### src/rtl/ksa_pipelined_if.sv
// Operand/result handshake bundle for the pipelined Kogge-Stone adder.
// The master drives operands and out_ready; the slave (the adder) drives results and in_ready.
interface ksa_pipelined_if #(
  parameter int unsigned WIDTH = 32
) ();
  logic             in_valid;
  logic             in_ready;
  logic [WIDTH-1:0] A;
  logic [WIDTH-1:0] B;
  logic             Cin;
  logic             Sub;
  logic             out_valid;
  logic             out_ready;
  logic [WIDTH-1:0] Sum;
  logic             Cout;
  logic             Ovf;

  modport master (
    output in_valid, A, B, Cin, Sub, out_ready,
    input  in_ready, out_valid, Sum, Cout, Ovf
  );

  modport slave (
    input  in_valid, A, B, Cin, Sub, out_ready,
    output in_ready, out_valid, Sum, Cout, Ovf
  );
endinterface

### src/rtl/ksa_pipelined.sv
// Kogge-Stone adder/subtractor: PG stage, one register per prefix level, then a sum stage,
// with per-stage valid bits and bubble-collapsing backpressure.
module ksa_pipelined #(
  parameter int unsigned WIDTH = 32
) (
  input logic            clk,
  input logic            rst_n,
  ksa_pipelined_if.slave bus
);
  localparam int LEVELS = $clog2(WIDTH);
  localparam int NumStg = LEVELS + 2;
  localparam int Last   = NumStg - 1;

  logic [WIDTH-1:0]  g_d    [LEVELS+1];
  logic [WIDTH-1:0]  g_q    [LEVELS+1];
  logic [WIDTH-1:0]  p_d    [LEVELS];
  logic [WIDTH-1:0]  p_q    [LEVELS];
  logic [WIDTH:0]    side_d [LEVELS+1];
  logic [WIDTH:0]    side_q [LEVELS+1];
  logic [NumStg-1:0] v_q, v_d, ld, vin;
  logic [WIDTH-1:0]  bx, hp, sum_d, sum_q;
  logic              cin_eff, am, bm, cout_d, cout_q, ovf_d, ovf_q, nxt;

  always_comb begin
    bx      = bus.Sub ? ~bus.B : bus.B;
    cin_eff = bus.Sub | bus.Cin;
    // Prefix index 0 is the carry-in as a bit -1 generate; index j stands for operand bit j-1.
    g_d[0]    = {bus.A[WIDTH-2:0] & bx[WIDTH-2:0], cin_eff};
    p_d[0]    = {bus.A[WIDTH-2:0] ^ bx[WIDTH-2:0], 1'b0};
    side_d[0] = {bus.A[WIDTH-1], bus.A ^ bx};
    for (int k = 1; k <= LEVELS; k++) begin
      g_d[k]    = g_q[k-1] | (p_q[k-1] & (g_q[k-1] << (1 << (k - 1))));
      side_d[k] = side_q[k-1];
    end
    for (int k = 1; k < LEVELS; k++) begin
      p_d[k] = p_q[k-1] & (p_q[k-1] << (1 << (k - 1)));
    end
    // After the last level g_q[LEVELS][i] is the carry into bit i.
    hp     = side_q[LEVELS][WIDTH-1:0];
    am     = side_q[LEVELS][WIDTH];
    bm     = hp[WIDTH-1] ^ am;
    sum_d  = hp ^ g_q[LEVELS];
    cout_d = (am & bm) | (hp[WIDTH-1] & g_q[LEVELS][WIDTH-1]);
    ovf_d  = (am == bm) && (sum_d[WIDTH-1] != am);
  end

  // A stage loads when it is empty or the stage ahead of it moves.
  always_comb begin
    nxt      = ~v_q[Last] | bus.out_ready;
    ld       = '0;
    ld[Last] = nxt;
    for (int i = Last - 1; i >= 0; i--) begin
      nxt   = ~v_q[i] | nxt;
      ld[i] = nxt;
    end
    vin = {v_q[Last-1:0], bus.in_valid};
    v_d = (ld & vin) | (~ld & v_q);
  end

  always_ff @(posedge clk) begin
    if (!rst_n) begin
      v_q <= '0;
      for (int i = 0; i <= LEVELS; i++) begin
        g_q[i]    <= '0;
        side_q[i] <= '0;
      end
      for (int i = 0; i < LEVELS; i++) p_q[i] <= '0;
      sum_q  <= '0;
      cout_q <= 1'b0;
      ovf_q  <= 1'b0;
    end else begin
      v_q <= v_d;
      for (int i = 0; i <= LEVELS; i++) begin
        if (ld[i] && vin[i]) begin
          g_q[i]    <= g_d[i];
          side_q[i] <= side_d[i];
        end
      end
      for (int i = 0; i < LEVELS; i++) begin
        if (ld[i] && vin[i]) p_q[i] <= p_d[i];
      end
      if (ld[Last] && vin[Last]) begin
        sum_q  <= sum_d;
        cout_q <= cout_d;
        ovf_q  <= ovf_d;
      end
    end
  end

  assign bus.in_ready  = rst_n & ld[0];
  assign bus.out_valid = v_q[Last];
  assign bus.Sum       = sum_q;
  assign bus.Cout      = cout_q;
  assign bus.Ovf       = ovf_q;
endmodule

### src/flat_wrapper.sv
// flat-port wrapper written by rule: the top's interface ports become plain ports
module ksa_pipelined_flat 
#(
  parameter int unsigned WIDTH = 32
)
  (clk, rst_n, bus_in_valid, bus_A, bus_B, bus_Cin, bus_Sub, bus_out_ready, bus_in_ready, bus_out_valid, bus_Sum, bus_Cout, bus_Ovf);
  ksa_pipelined_if #(.WIDTH(WIDTH)) bus_i ();
  input logic clk;
  input logic rst_n;
  input wire logic [$bits(bus_i.in_valid)-1:0] bus_in_valid;
  input wire logic [$bits(bus_i.A)-1:0] bus_A;
  input wire logic [$bits(bus_i.B)-1:0] bus_B;
  input wire logic [$bits(bus_i.Cin)-1:0] bus_Cin;
  input wire logic [$bits(bus_i.Sub)-1:0] bus_Sub;
  input wire logic [$bits(bus_i.out_ready)-1:0] bus_out_ready;
  output wire logic [$bits(bus_i.in_ready)-1:0] bus_in_ready;
  output wire logic [$bits(bus_i.out_valid)-1:0] bus_out_valid;
  output wire logic [$bits(bus_i.Sum)-1:0] bus_Sum;
  output wire logic [$bits(bus_i.Cout)-1:0] bus_Cout;
  output wire logic [$bits(bus_i.Ovf)-1:0] bus_Ovf;
  assign bus_i.in_valid = bus_in_valid;
  assign bus_i.A = bus_A;
  assign bus_i.B = bus_B;
  assign bus_i.Cin = bus_Cin;
  assign bus_i.Sub = bus_Sub;
  assign bus_i.out_ready = bus_out_ready;
  assign bus_in_ready = bus_i.in_ready;
  assign bus_out_valid = bus_i.out_valid;
  assign bus_Sum = bus_i.Sum;
  assign bus_Cout = bus_i.Cout;
  assign bus_Ovf = bus_i.Ovf;
  ksa_pipelined #(.WIDTH(WIDTH)) u_core (.clk(clk), .rst_n(rst_n), .bus(bus_i));
endmodule
### config.mk
export PLATFORM = sky130hd
export DESIGN_NAME = ksa_pipelined_flat
export DESIGN_NICKNAME = d
export VERILOG_FILES = /design/src/rtl/ksa_pipelined_if.sv /design/src/rtl/ksa_pipelined.sv /design/src/flat_wrapper.sv
export SDC_FILE = /design/constraint.sdc
export NUM_CORES = 1
export LEC_CHECK = 0
export ABC_AREA = 1
export ABC_CLOCK_PERIOD_IN_PS = 2900
export BUFFER_PORTS_ARGS = -buffer_cell sky130_fd_sc_hd__buf_2
export CORE_ASPECT_RATIO = 2
export CORE_UTILIZATION = 55
export CTS_BUF_LIST = sky130_fd_sc_hd__clkbuf_16
export DETAILED_ROUTE_END_ITERATION = 10
export PLACE_DENSITY_LB_ADDON = 0.05
export SYNTH_ARGS = -nofsm -noshare
export SYNTH_HDL_FRONTEND = slang
export SYNTH_SLANG_ARGS = --single-unit
### constraint.sdc
create_clock -name clk -period 2.9 [get_ports clk]
set_clock_uncertainty 0.1 [all_clocks]
set_input_delay 0.29 -clock clk [delete_from_list [all_inputs] [get_ports clk]]
set_output_delay 0.29 -clock clk [all_outputs]
set_load 0.01 [all_outputs]
== Yosys cells after proc, flatten, opt, wreduce, memory -nomap -nowiden ==
Memory sizes are Yosys's and may differ from the RTL's.
Cells that the tools add are included.
Widths: inputs -> output; s select.
Storage, ports and cells
  flip-flop bits (word level): 41
  bits in writable memories: 550
  input port bits: 70
  output and inout port bits: 36
  memories: 3
Memories
  u_core.side_q: words 6, width 33, read ports 6, clocked after memory_dff 0, wr ports 6, line ksa_pipelined.sv:19  | logic [WIDTH:0] side_q [LEVELS+1];
  u_core.g_q: words 6, width 32, read ports 6, clocked after memory_dff 0, wr ports 6, line ksa_pipelined.sv:15  | logic [WIDTH-1:0] g_q [LEVELS+1];
  u_core.p_q: words 5, width 32, read ports 5, clocked after memory_dff 0, wr ports 5, line ksa_pipelined.sv:17  | logic [WIDTH-1:0] p_q [LEVELS];
Cells by class
  eq/ne operators: 2
  mux-type cells: 37
  bitwise operators: 60
  reductions and logical operators: 8
Operator list (count)
  $mux 32: 12
  $and 32x32->32: 9
  $mux 33: 6
  $or 32x32->32: 5
  $xor 32x32->32: 2
  $not 32->32: 1
  $and 31x31->31: 1
  $xor 31x31->31: 1
  $or 1x1->1: 26
  $mux 1: 19
  $and 7x7->7: 2
  $logic_and 1x1->1: 8
  $not 1->1: 7
  $not 7->7: 1
  $or 7x7->7: 1
  $and 1x1->1: 3
  $eq 1x1->1: 1
  $ne 1x1->1: 1
  $xor 1x1->1: 1

== Depth between registers and ports, before layout ==
  depth after elaboration: 13
  gate-level depth with buffers: 12
  depth with buffers taken out: 10

== Worst setup path before layout ==
No wires, ideal clock.
  path kind: reg2reg
  start: register (tool-made name)
  end: memory u_core.g_q[0][0] (enable)
  data arrival time: 2475 ps
  path slack: -372 ps
  cell stages (with the launch flop): 8
  buffers on the path: 2
  period minus slack after synthesis: 3272 ps
  path through: dfxtp_1 -> nand4_1 -> nor2_2 -> nand4_1 -> nand3_1 -> buf_2 -> buf_2 -> nand2_1
RTL lines (line)
  end: declaration: ksa_pipelined.sv:15

==> impl_metrics.yaml <==
outcome:
  status: "finished clean"
synth:
  ys_seq_area_share_pct: 70.9
  syn_inst: 2084
  syn_avg_cell_area_um2: 11.1
  ys_ff_latch: 560
  yosysTopAreaCellShare_pct: 67.3
  synth_area_mm2: 0.0232
  ys_top_cells_by_area: "edfxtp_1, nor2_1, inv_1"
  ys_types: 23
  ys_warn_count: 0
  synthesis.nets: 2185
  synth_top_cell_by_area: "edfxtp_1"
sta:
  setup_viol: 0
  worstMarginPinSlew_ns: 0.728
  hold_viol_final: 0
  slew_headroom_pct: 51.5
  period_minus_slack_ns: 2.50
  holdWs_ns: 0.0632
  fin_setup_tns_ns: 0
  clock.fmax_mhz: 400
  rsz0062_at_grt: "false"
  drv_slew: 0
  finalCritPeriodShare_pct: 86.1
clocking:
  cts_setup_buffers: 0
  cts_inserted_buffers: 46
  clock_path_buffers: 3
  clkTransAtPathRegs_ns: 0.07
  cts_root_buf: "clkbuf_16"
  clk_latency_ns: 0.56
  cts_tree: "done"
  cts.sinks: 560
  htreeDepth: 2
power_and_ir_drop:
  power.switching_mw: 3.60
  power.density_mw_per_mm2: 641
  leakagePower_nw: 11.8
  p_int_mw: 13.0
  peakVddDrop_uv: 517
  power_frac_seq_pct: 57.8
  power_mw: 16.6
  comb_power_share_pct: 6.0
  power.share.switching_pct: 21.7
  p_clk_share_pct: 36.2
floorplan:
  design.die.area_mm2: 0.0430
  coreArea_mm2: 0.0416
  die_w_um: 147
  ios: 106
  num_rows: 106
  initial_core_util_pct: 55.6
  die_y_um: 292
global_routing:
  grt_first_pass_wirelength_um: 65800
  grt_pass1_vias: 13300
  grt_max_degree: 68
  track_usage_pct: 19.5
  overflow: 0
  antenna_found_initial: 0
placement:
  dp_hpwl_um: 29400
  gp_congestion: 0.827
  portBuffers: 105
critical_path:
  reg2reg_slack_ns: 0.44
  worstPathRequired_ns: 3.12
  worstSetupEndpointType: "register"
  worst_ep_arrival_time_ns: 2.71
  path_class: "primary input to register"
  worstPathMaxFanout: 36
  cp-start-kind: "primary input"
  worstSetupStartpoint: "bus_out_ready"
routing:
  via_per_inst: 4.66
  wirelength_um: 40200
  route.antenna.remaining_nets: 0
  drt_pass1_iterations: 6
  drt-wirelength-per-cell_um: 14.5
  drc: 0
  vias: 12900
  drt_iter0_markers: 595
cells_and_area:
  layout_commonest_cell: "edfxtp_1"
  fillers: 3512
  layout-drive-gt1-share_pct: 14.9
  diodes: 0
  final_cell_mix: "edfxtp_1, nor2_1, inv_1, nand2_1, a21oi_1"
  final_nets: 2298
  synthToLayoutAreaGrowth_pct: 11.7
run:
  maxCapViolations: 0
min_path:
  worstHoldPathType: "primary input to register"
  holdCritStartpoint: "bus_B[31]"
through the flow:
step	util [%]	instance area, um^2	setup WS (ns)	instances
floorplan	-	23200	0.149	2084
global placement	58.5	24400	0.515	2685
detailed placement	58.5	24400	0.410	2685
CTS	62.1	25900	0.437	2773
global route	62.1	25900	0.204	2773
finish	62.1	25900	0.403	2773
synthesized netlist by cell type:
cell type and number:
nor2_1 397, a22oi_1 1, xnor2_1 32, or2_2 1
nand2_2 10, a21oi_1 168, o21ai_0 32, inv_2 112
inv_1 383, a31oi_1 1, nand3_1 8, buf_1 3
dfxtp_1 41, ha_1 31, xor2_1 33, nand2_1 238
buf_2 20, nor2_2 1, buf_6 12, nand3_2 2
nand4_1 2, edfxtp_1 519, clkbuf_1 37
area by class of cell:
class	instances	area (um^2)	area share (%)
clock inverters	35	228	0.881
well taps	540	676	2.61
inverters	495	1860	7.19
clock buffers	49	1230	4.74
repair buffers	137	913	3.53
multi-input cells	957	4550	17.6
flip-flops and latches	560	16400	63.4
logic make-up after synthesis:
| kind of cell | share of synthesized area, % |
|---|---|
| DFF | 70.9 |
| buffers and inverters | 9.69 |
| adders and majority gates | 1.68 |
| xor gates and xnor gates | 2.46 |
| and+or+nand+nor | 10.9 |
| AOI/OAI and AO/OA | 4.38 |
worst max-delay path, stage by stage:
cell           delay [ns]
dlygate4sd3_1        0.53
buf_2                0.13
inv_2                0.07
nand3_2              0.10
nor2_1               0.17
nand3_1              0.12
nand2_1              0.18
nor2_1               0.08
nor2_1               0.17
nand3_4              0.37
buf_12               0.34
nand2_1              0.10
inv_2                0.03
registers in the layout, summed over array words and instances, names as in the netlist, named ones only:
register	count
u_core.bus.Ovf	1
u_core.g_q	192
u_core.side_q	198
u_core.bus.Cout	1
u_core.bus.Sum	32
u_core.p_q	129
worst paths after layout:
check | endpoint | depth (start not counted)
max reg2reg | u_core.p_q[0][22] | 10
min reg2reg | register | 2
min | u_core.side_q[0][31] | 4
max | u_core.p_q[0][22] | 13
routing by layer:
metal	track usage [%]	wire, um	vias up
met1	20.1	14400	5853
met4	11.4	2440	0
met3	2.20	1180	98
met2	37.3	22200	236
met5	0	0	-
li1	-	-	6747
repair_timing:
action | CTS | global route
gates resized for setup | 0 | 0
hold endpoints to repair | 6 | 0
hold buffers | 4 | 0
power by group through the flow:
stage | combinational [mW] | clock (mW) | sequential [mW]
floorplan | 0.708 | 0 | 9.66
finish | 0.995 | 6.00 | 9.58
global route | 1.15 | 6.44 | 9.62
global placement | 0.998 | 0 | 9.75
detailed placement | 1.01 | 0 | 9.76
CTS | 1.02 | 6.17 | 9.59
(Power assumes the default switching activity.)
